<file path="src/rtl/mem_stream_pkg.sv">
// mem_stream_pkg: shared state encoding and read-buffer depth for the memory stream reader.
package mem_stream_pkg;
    typedef enum logic [1:0] {IDLE, RUN, DRAIN} state_t;
    localparam int FIFO_DEPTH = 2;
endpackage

</file>
<file path="src/rtl/mem_stream_reader_if.sv">
// mem_stream_reader_if: command, memory read port and output stream of the reader.
interface mem_stream_reader_if #(parameter int AW = 4, parameter int DW = 4);
    logic          start;
    logic [AW-1:0] base;
    logic [AW-1:0] len_m1;
    logic          busy;
    logic [AW-1:0] ra;
    logic [DW-1:0] rd;
    logic          out_valid;
    logic          out_ready;
    logic [DW-1:0] out_data;
    logic          out_last;
    modport master (
        input  start, base, len_m1, rd, out_ready,
        output busy, ra, out_valid, out_data, out_last
    );
    modport slave (
        output start, base, len_m1, rd, out_ready,
        input  busy, ra, out_valid, out_data, out_last
    );
endinterface

</file>
<file path="src/rtl/mem_rd_fifo.sv">
// mem_rd_fifo: small read-data buffer; push and pop may coincide at any occupancy.
module mem_rd_fifo
    import mem_stream_pkg::*;
#(
    parameter int DW = 4
) (
    input  logic          clk,
    input  logic          rst_n,
    input  logic          push,
    input  logic [DW-1:0] din,
    input  logic          pop,
    output logic [DW-1:0] dout,
    output logic          full,
    output logic          empty
);
    localparam int PW = $clog2(FIFO_DEPTH);
    localparam int CW = $clog2(FIFO_DEPTH + 1);

    logic [DW-1:0] m [FIFO_DEPTH];
    logic [PW-1:0] wp, rp;
    logic [CW-1:0] cnt;

    function automatic logic [PW-1:0] nxt(input logic [PW-1:0] p);
        return (p == PW'(FIFO_DEPTH - 1)) ? '0 : p + PW'(1);
    endfunction

    always_ff @(posedge clk or negedge rst_n) begin
        if (!rst_n) begin
            for (int i = 0; i < FIFO_DEPTH; i++) m[i] <= '0;
            wp  <= '0;
            rp  <= '0;
            cnt <= '0;
        end else begin
            if (push) m[wp] <= din;
            if (push) wp <= nxt(wp);
            if (pop) rp <= nxt(rp);
            cnt <= cnt + CW'(push) - CW'(pop);
        end
    end

    assign dout  = m[rp];
    assign full  = cnt == CW'(FIFO_DEPTH);
    assign empty = cnt == '0;
endmodule

</file>
<file path="src/rtl/mem_stream_reader.sv">
// mem_stream_reader: streams a burst of words out of a registered-read memory
// with valid/ready backpressure and no data loss.
module mem_stream_reader
    import mem_stream_pkg::*;
#(
    parameter int AW = 4,
    parameter int DW = 4
) (
    input logic clk,
    input logic rst_n,
    mem_stream_reader_if.master bus
);
    state_t        state;
    logic          pend;
    logic [AW-1:0] iss_left, len_q, out_cnt;
    logic          full, empty, pop, issue;
    logic [1:0]    occ;

    mem_rd_fifo #(.DW(DW)) u_fifo (
        .clk   (clk),
        .rst_n (rst_n),
        .push  (pend),
        .din   (bus.rd),
        .pop   (pop),
        .dout  (bus.out_data),
        .full  (full),
        .empty (empty)
    );

    assign bus.out_valid = !empty;
    assign pop           = bus.out_valid && bus.out_ready;
    assign bus.out_last  = bus.out_valid && out_cnt == len_q;
    // A read may be issued when a word leaves this cycle, keeping 1 word/cycle under full flow.
    assign occ   = {1'b0, pend} + (full ? 2'd2 : {1'b0, !empty});
    assign issue = state == RUN && (occ < 2'd2 || pop);

    always_ff @(posedge clk or negedge rst_n) begin
        if (!rst_n) begin
            state    <= IDLE;
            bus.busy <= 1'b0;
            bus.ra   <= '0;
            pend     <= 1'b0;
            iss_left <= '0;
            len_q    <= '0;
            out_cnt  <= '0;
        end else begin
            pend <= issue;
            if (pop) out_cnt <= out_cnt + AW'(1);
            case (state)
                IDLE: if (bus.start) begin
                    state    <= RUN;
                    bus.busy <= 1'b1;
                    bus.ra   <= bus.base;
                    iss_left <= bus.len_m1;
                    len_q    <= bus.len_m1;
                    out_cnt  <= '0;
                end
                RUN: if (issue) begin
                    bus.ra <= bus.ra + AW'(1);
                    if (iss_left == '0) state <= DRAIN;
                    else iss_left <= iss_left - AW'(1);
                end
                DRAIN: if (pop && bus.out_last) begin
                    state    <= IDLE;
                    bus.busy <= 1'b0;
                end
                default: state <= IDLE;
            endcase
        end
    end
endmodule

</file>
<file path="src/flat_wrapper.sv">
// flat-port wrapper written by rule: the top's interface ports become plain ports
module mem_stream_reader_flat import mem_stream_pkg::*;
#(
    parameter int AW = 4,
    parameter int DW = 4
)
  (clk, rst_n, bus_start, bus_base, bus_len_m1, bus_rd, bus_out_ready, bus_busy, bus_ra, bus_out_valid, bus_out_data, bus_out_last);
  mem_stream_reader_if #(.AW(AW), .DW(DW)) bus_i ();
  input logic clk;
  input logic rst_n;
  input wire logic [$bits(bus_i.start)-1:0] bus_start;
  input wire logic [$bits(bus_i.base)-1:0] bus_base;
  input wire logic [$bits(bus_i.len_m1)-1:0] bus_len_m1;
  input wire logic [$bits(bus_i.rd)-1:0] bus_rd;
  input wire logic [$bits(bus_i.out_ready)-1:0] bus_out_ready;
  output wire logic [$bits(bus_i.busy)-1:0] bus_busy;
  output wire logic [$bits(bus_i.ra)-1:0] bus_ra;
  output wire logic [$bits(bus_i.out_valid)-1:0] bus_out_valid;
  output wire logic [$bits(bus_i.out_data)-1:0] bus_out_data;
  output wire logic [$bits(bus_i.out_last)-1:0] bus_out_last;
  assign bus_i.start = bus_start;
  assign bus_i.base = bus_base;
  assign bus_i.len_m1 = bus_len_m1;
  assign bus_i.rd = bus_rd;
  assign bus_i.out_ready = bus_out_ready;
  assign bus_busy = bus_i.busy;
  assign bus_ra = bus_i.ra;
  assign bus_out_valid = bus_i.out_valid;
  assign bus_out_data = bus_i.out_data;
  assign bus_out_last = bus_i.out_last;
  mem_stream_reader #(.AW(AW), .DW(DW)) u_core (.clk(clk), .rst_n(rst_n), .bus(bus_i));
endmodule
</file>
<file path="config.mk">
export PLATFORM = sky130hd
export DESIGN_NAME = mem_stream_reader_flat
export DESIGN_NICKNAME = d
export VERILOG_FILES = /design/src/rtl/mem_stream_pkg.sv /design/src/rtl/mem_stream_reader_if.sv /design/src/rtl/mem_rd_fifo.sv /design/src/rtl/mem_stream_reader.sv /design/src/flat_wrapper.sv
export SDC_FILE = /design/constraint.sdc
export NUM_CORES = 1
export LEC_CHECK = 0
export BUFFER_PORTS_ARGS = -buffer_cell sky130_fd_sc_hd__buf_4
export CAP_MARGIN = 10
export CELL_PAD_IN_SITES_DETAIL_PLACEMENT = 1
export CELL_PAD_IN_SITES_GLOBAL_PLACEMENT = 1
export CORE_MARGIN = 3
export CORE_UTILIZATION = 39
export DETAILED_ROUTE_END_ITERATION = 8
export GPL_ROUTABILITY_DRIVEN = 1
export PLACE_DENSITY = 0.74
export RECOVER_POWER = 100
export SYNTH_ARGS = -nofsm -noshare
export SYNTH_HDL_FRONTEND = slang
export SYNTH_SLANG_ARGS = --single-unit
</file>
<file path="constraint.sdc">
create_clock -name clk -period 1.7 [get_ports clk]
set_input_delay 0.085 -clock clk [delete_from_list [all_inputs] [get_ports clk]]
set_output_delay 0.085 -clock clk [all_outputs]
set_load 0.005 [all_outputs]
</file>
Yosys cells after proc, flatten, opt, wreduce, memory -nomap -nowiden
Cells that the tools add are included.
{"block": "word_totals", "output_inout_bits": 11, "inputBits": 16, "reg_bits": 32}
{"block": "op_classes", "n_lt_le_gt_ge": 4, "n_eq_ne": 9, "n_reduce_logical": 17, "n_bitwise": 2, "n_addsub": 8, "mux": 27}
{"cell": "$mux W4", "n": 12}
{"cell": "$pmux W4 S2", "n": 2}
{"cell": "$mux W2", "n": 5}
{"cell": "$add A4 B1 Y4 const B", "n": 2}
{"cell": "$bwmux W8", "n": 1}
{"cell": "$reduce_and A4 Y1", "n": 2}
{"cell": "$ne A2 B2 Y1 const B", "n": 3}
{"cell": "$pmux W2 S3", "n": 1}
{"cell": "$reduce_and A3 Y1", "n": 2}
{"cell": "$logic_and A1 B1 Y1", "n": 5}
{"cell": "$demux W4 S1", "n": 1}
{"cell": "$eq A2 B2 Y1 const B", "n": 2}
{"cell": "$eq A4 B4 Y1", "n": 1}
{"cell": "$ge A2 B2 Y1 const B", "n": 2}
{"cell": "$logic_not A2 Y1", "n": 2}
{"cell": "$logic_not A4 Y1", "n": 1}
{"cell": "$mux W1", "n": 4}
{"cell": "$ne A2 B1 Y1 const B", "n": 2}
{"cell": "$not A1 Y2", "n": 2}
{"cell": "$reduce_bool A2 Y1", "n": 2}
{"cell": "$sub A4 B1 Y4 const B", "n": 1}
{"cell": "$add A1 B1 Y1 const B", "n": 2}
{"cell": "$add A1 B2 Y2", "n": 1}
{"cell": "$add A2 B1 Y2", "n": 1}
{"cell": "8 further kinds", "n": 8}

Depth between registers and ports, before layout
{"block": "logic_depth", "depth_word": 9, "depth_mapped": 8, "mapped_depth_nobuf": 8}

Cells and area by module
Synthesis repeated with hierarchy kept, for this count alone.
{"block": "unflattened", "cells_unflattened": 150, "hier_area_um2": 1632.8}
{"mod": "mem_stream_reader", "area_each_um2": 1099.8, "cells_per_inst": 114, "n_inst": 1, "seq_area_each_um2": 500.5}
{"mod": "mem_rd_fifo", "area_each_um2": 533.0, "cells_per_inst": 36, "n_inst": 1, "seq_area_each_um2": 300.3}

Least setup slack after synthesis
No wires, ideal clock.
{"block": "synth_path", "kind": "reg2reg", "start": "register u_core.u_fifo.cnt[1]", "end": "register u_core.u_fifo.cnt[1]", "path_stages_with_launch": 9, "setup_ps": 123, "n_path_buf": 0, "required_ps": 1577, "path_slack_ps": -45, "arrival_time_ps": 1623, "cell_sequence": "dfrtp_1 or2_2 nand2_1 inv_2 ha_1 inv_1 ha_1 xnor2_1 xnor2_1"}
{"block": "synth_between", "elab_chain_cells": 4, "elab_cells_between_ends": 5, "cone_classes": "add/sub: 2; reduce/logical: 3"}
{"element": "from (decl)", "line_no": "mem_rd_fifo.sv:21", "text": "logic [CW-1:0] cnt;"}
{"element": "from (signal assigned)", "line_no": "mem_rd_fifo.sv:37", "text": "cnt <= cnt + CW'(push) - CW'(pop);"}
{"element": "$logic_not A2 Y1", "line_no": "mem_rd_fifo.sv:43", "text": "assign empty = cnt == '0;"}
{"element": "$logic_not A1 Y1", "line_no": "mem_stream_reader.sv:30", "text": "assign bus.out_valid = !empty;"}
{"element": "named net bus_out_valid", "line_no": "flat_wrapper.sv:18", "text": "output wire logic [$bits(bus_i.out_valid)-1:0] bus_out_valid;"}
{"element": "$logic_and A1 B1 Y1", "line_no": "mem_stream_reader.sv:31", "text": "assign pop = bus.out_valid && bus.out_ready;"}
{"element": "named net u_core.pop", "line_no": "mem_stream_reader.sv:16", "text": "logic full, empty, pop, issue;"}
{"element": "$sub A2 B1 Y2", "line_no": "mem_rd_fifo.sv:37"}
The timed path passes the listed nets, and every way through them passes these cells.
A chain may end at the register's enable or synchronous reset.

Worst setup path in the final report
{"block": "layout_path", "start": "register u_core.u_fifo.cnt[0]", "end": "register u_core.u_fifo.cnt[1]"}
{"block": "layout_between", "elab_chain_cells": 4, "elab_cells_between_ends": 5, "cone_classes": "add/sub: 2; reduce/logical: 3"}
{"element": "$logic_not A2 Y1", "line_no": "mem_rd_fifo.sv:43"}
{"element": "$logic_not A1 Y1", "line_no": "mem_stream_reader.sv:30"}
{"element": "$logic_and A1 B1 Y1", "line_no": "mem_stream_reader.sv:31"}
{"element": "named net u_core.pop", "line_no": "mem_stream_reader.sv:16"}
{"element": "$sub A2 B1 Y2", "line_no": "mem_rd_fifo.sv:37"}
The timed path passes the listed nets, and every way through them passes these cells.

==> metrics.txt <==
htree depth=2; CTS tree=built; CTS Buffer Depth=2; DIE WIDTH=69.83 microns; Setup crit start kind=flip-flop; Initial DRC Count=76; CTS Buf Count=5; vias in the first global route=1293; met2 global-route usage=25.39%; area of the mapped netlist=0.001589 sq mm; Final min period=1.636 ns; smallest hold slack=0.02794 ns; fin. max-slew vios=0; relative slew slack=45.52%; Post-Syn Instances=143; Syn Area/Cell=11.11 sq um; synth unique cells=38; # IOs=27; Starting Density=41.83%; Post-synth EDFFs=0; Crit Path Max Fanout=3; critical setup path kind=flip-flop to flip-flop; pwr dens=2129 mW/mm^2; cell with the biggest individual delay on the critical path=dfrtp_1; nets=203; TritonRoute pass-1 iters=4; Die H=69.83 microns; CP Data Arrival Time=1.80 ns; Post-route DRC=0; area growth from synthesis to layout=29.06%; Max IR drop VDD=0.0009798 V; slowest stage delay, CP=0.40 ns; CP endpoint kind=flip-flop; via count=1188; Remaining Overflow, GRT=0; Std-Cell Rows=22; Clock Latency Late Sink=0.28 ns; GPL Wtd Cong=0.8022; Post-synth top flop=dfrtp_1; grt met1 use=22.04%; total power=4.367 mW; Peak Freq=0.6113 GHz; gr usage total=16.54%; n_diodes=0; final cycle utilization of the critical path=96.22%; maxcap violations=0; hpwl dp=2.552 mm; Hold Fails Final Rpt=0; Setup TNS=0 ns; Synth warnings=0; GRT busiest layer=met2; Mapped Nets=164; initial antenna violation count=0; total core area=0.003799 sq mm; die area=0.004876 sq mm; antenna-violating nets left=0; vias per cell=5.143; share of cells above drive strength 1=37.70%; measured slew at the worst slew-check pin=0.8172 ns; first-pass GRT wire length=6.341 mm; CTS root buffer=clkbuf_8; Sinks on Clock Net=32; CP delay by family, top=adder cells; worst path cell trace=or2_4 -> nand2_4 -> inv_2 -> ha_4 -> inv_2 -> ha_4 -> xnor2_2 -> xnor2_1; met3 Usage GRT=4.638%; Worst Skew=0.003895 ns; drt wl/cell=17.02 microns; Routed Wire Length=3.932 mm; Hold Crit Class=input pin to flip-flop; Static Leak=0.9049 nW; ys async rst share=100.0%; largest net degree at the start of global routing=33; outcome=completed; Synth Register Bits=32; WP buf/inv=2; required time worst endpoint=1.86 ns; Port Buffers=26; Reg clk slew, reported paths=0.07 ns; sequential-to-total area share from yosys stat=50.39%; # setup viols final=0
==> worst register-to-register path, cell delays in order, from the launching register on <==
cell and delay [ns]:
dfrtp_1 0.40, or2_4 0.28, nand2_4 0.07, inv_2 0.05
ha_4 0.26, inv_2 0.04, ha_4 0.16, xnor2_2 0.13
xnor2_1 0.13
==> layout by cell type, fill, tap and decap left out, types with 2 or more instances in the layout <==
master / instances
a21oi_1: 6
buf_4: 25
clkbuf_1: 3
clkbuf_4: 6
clkbuf_8: 5
dfrtp_1: 32
ha_1: 3
ha_4: 2
inv_1: 8
inv_2: 2
mux2_2: 15
nand2_1: 9
nand2b_1: 2
nand3_1: 2
nand4_1: 2
nor2_1: 11
o21ai_0: 4
o21ai_1: 6
o311ai_1: 2
xnor2_1: 6
xor2_1: 4
==> final cells by class <==
class | instances | area, sq um
inverters | 10 | 37.54
fillers | 404 | 1748
clock buffers | 5 | 68.82
flip-flops and latches | 32 | 800.8
well taps | 48 | 60.06
clock inverters | 3 | 42.54
repair buffers | 36 | 259.0
multi-input cells | 97 | 782.0
==> report_power, final <==
group	total, mW	internal, mW	switching [mW]
Clock	0.722	0.433	0.288
Combinational	2.18	1.15	1.03
Sequential	1.47	1.13	0.334
==> logic make-up after synthesis <==
kind of cell | synth area share (%)
AOI/OAI and AO/OA | 11.58
xor gates and xnor gates | 6.063
adders and majority gates | 3.937
buffers and inverters | 4.173
DFF | 50.39
muxes | 11.89
and+or+nand+nor | 11.97
==> through the flow <==
stage               worst slack [ns]  cells  util (%)  area [sq um]
floorplan                    0.05910    143         -          1594
global placement             0.07548    218     48.91          1858
detailed placement          -0.04547    218     48.91          1858
CTS                          0.01313    230     53.10          2017
global route               -0.003542    231     53.99          2051
finish                       0.06423    231     53.99          2051
==> cell usage after synthesis (2+ instances only) <==
library cell,count,share of area (%)
o21ai_1,6,1.9
nand2_1,10,2.4
ha_1,5,3.9
nand3_1,2,0.63
nand2b_1,2,0.79
o21ai_0,4,1.3
o311ai_1,2,1.1
a21oi_1,6,1.9
xor2_1,4,2.2
dfrtp_1,32,50
nor2_1,11,2.6
nand4_1,2,0.79
mux2i_1,2,1.3
nor2b_1,2,0.79
buf_2,2,0.63
xnor2_1,7,3.9
mux2_2,15,11
inv_1,9,2.1
==> timing repair <==
action	4_1_cts	5_1_grt
hold buffers	1	0
pin swaps	0	3
hold endpoints to repair	32	0
buffers inserted	3	1
resized for setup	3	7
setup endpoints to repair	1	8
==> worst paths after layout <==
kind	slack [ns]	depth (start not counted)	startpoint	end
max reg2reg	0.06	8	u_core.u_fifo.cnt[0]$_DFF_PN0_	u_core.u_fifo.cnt[1]$_DFF_PN0_
min	0.03	3	bus_base[3]	u_core.bus.ra[3]$_DFFE_PN0P_
min reg2reg	0.50	1	u_core.u_fifo.wp$_DFFE_PN0P_	u_core.u_fifo.wp$_DFFE_PN0P_
max in group asynchronous	0.76	2	rst_n	u_core.u_fifo.m[7]$_DFFE_PN0P_
max	0.06	8	u_core.u_fifo.cnt[0]$_DFF_PN0_	u_core.u_fifo.cnt[1]$_DFF_PN0_
min in group asynchronous	0.43	2	rst_n	u_core.iss_left[2]$_DFFE_PN0P_
==> sequential cells by signal, indices dropped and copies added, names as in the netlist, 2 cells and up <==
name / flops
u_core.iss_left: 4
u_core.u_fifo.cnt: 2
u_core.u_fifo.m: 8
u_core.state: 2
u_core.len_q: 4
u_core.out_cnt: 4
u_core.bus.ra: 4
==> metal layers <==
| metal | part of all wire [%] | routed length [microns] |
|---|---|---|
| met3 | 3.7 | 145 |
| met4 | 0.48 | 19 |
| met5 | 0 | 0 |
| met1 | 46 | 1803 |
| met2 | 50 | 1964 |
(Power assumes the default switching activity.)
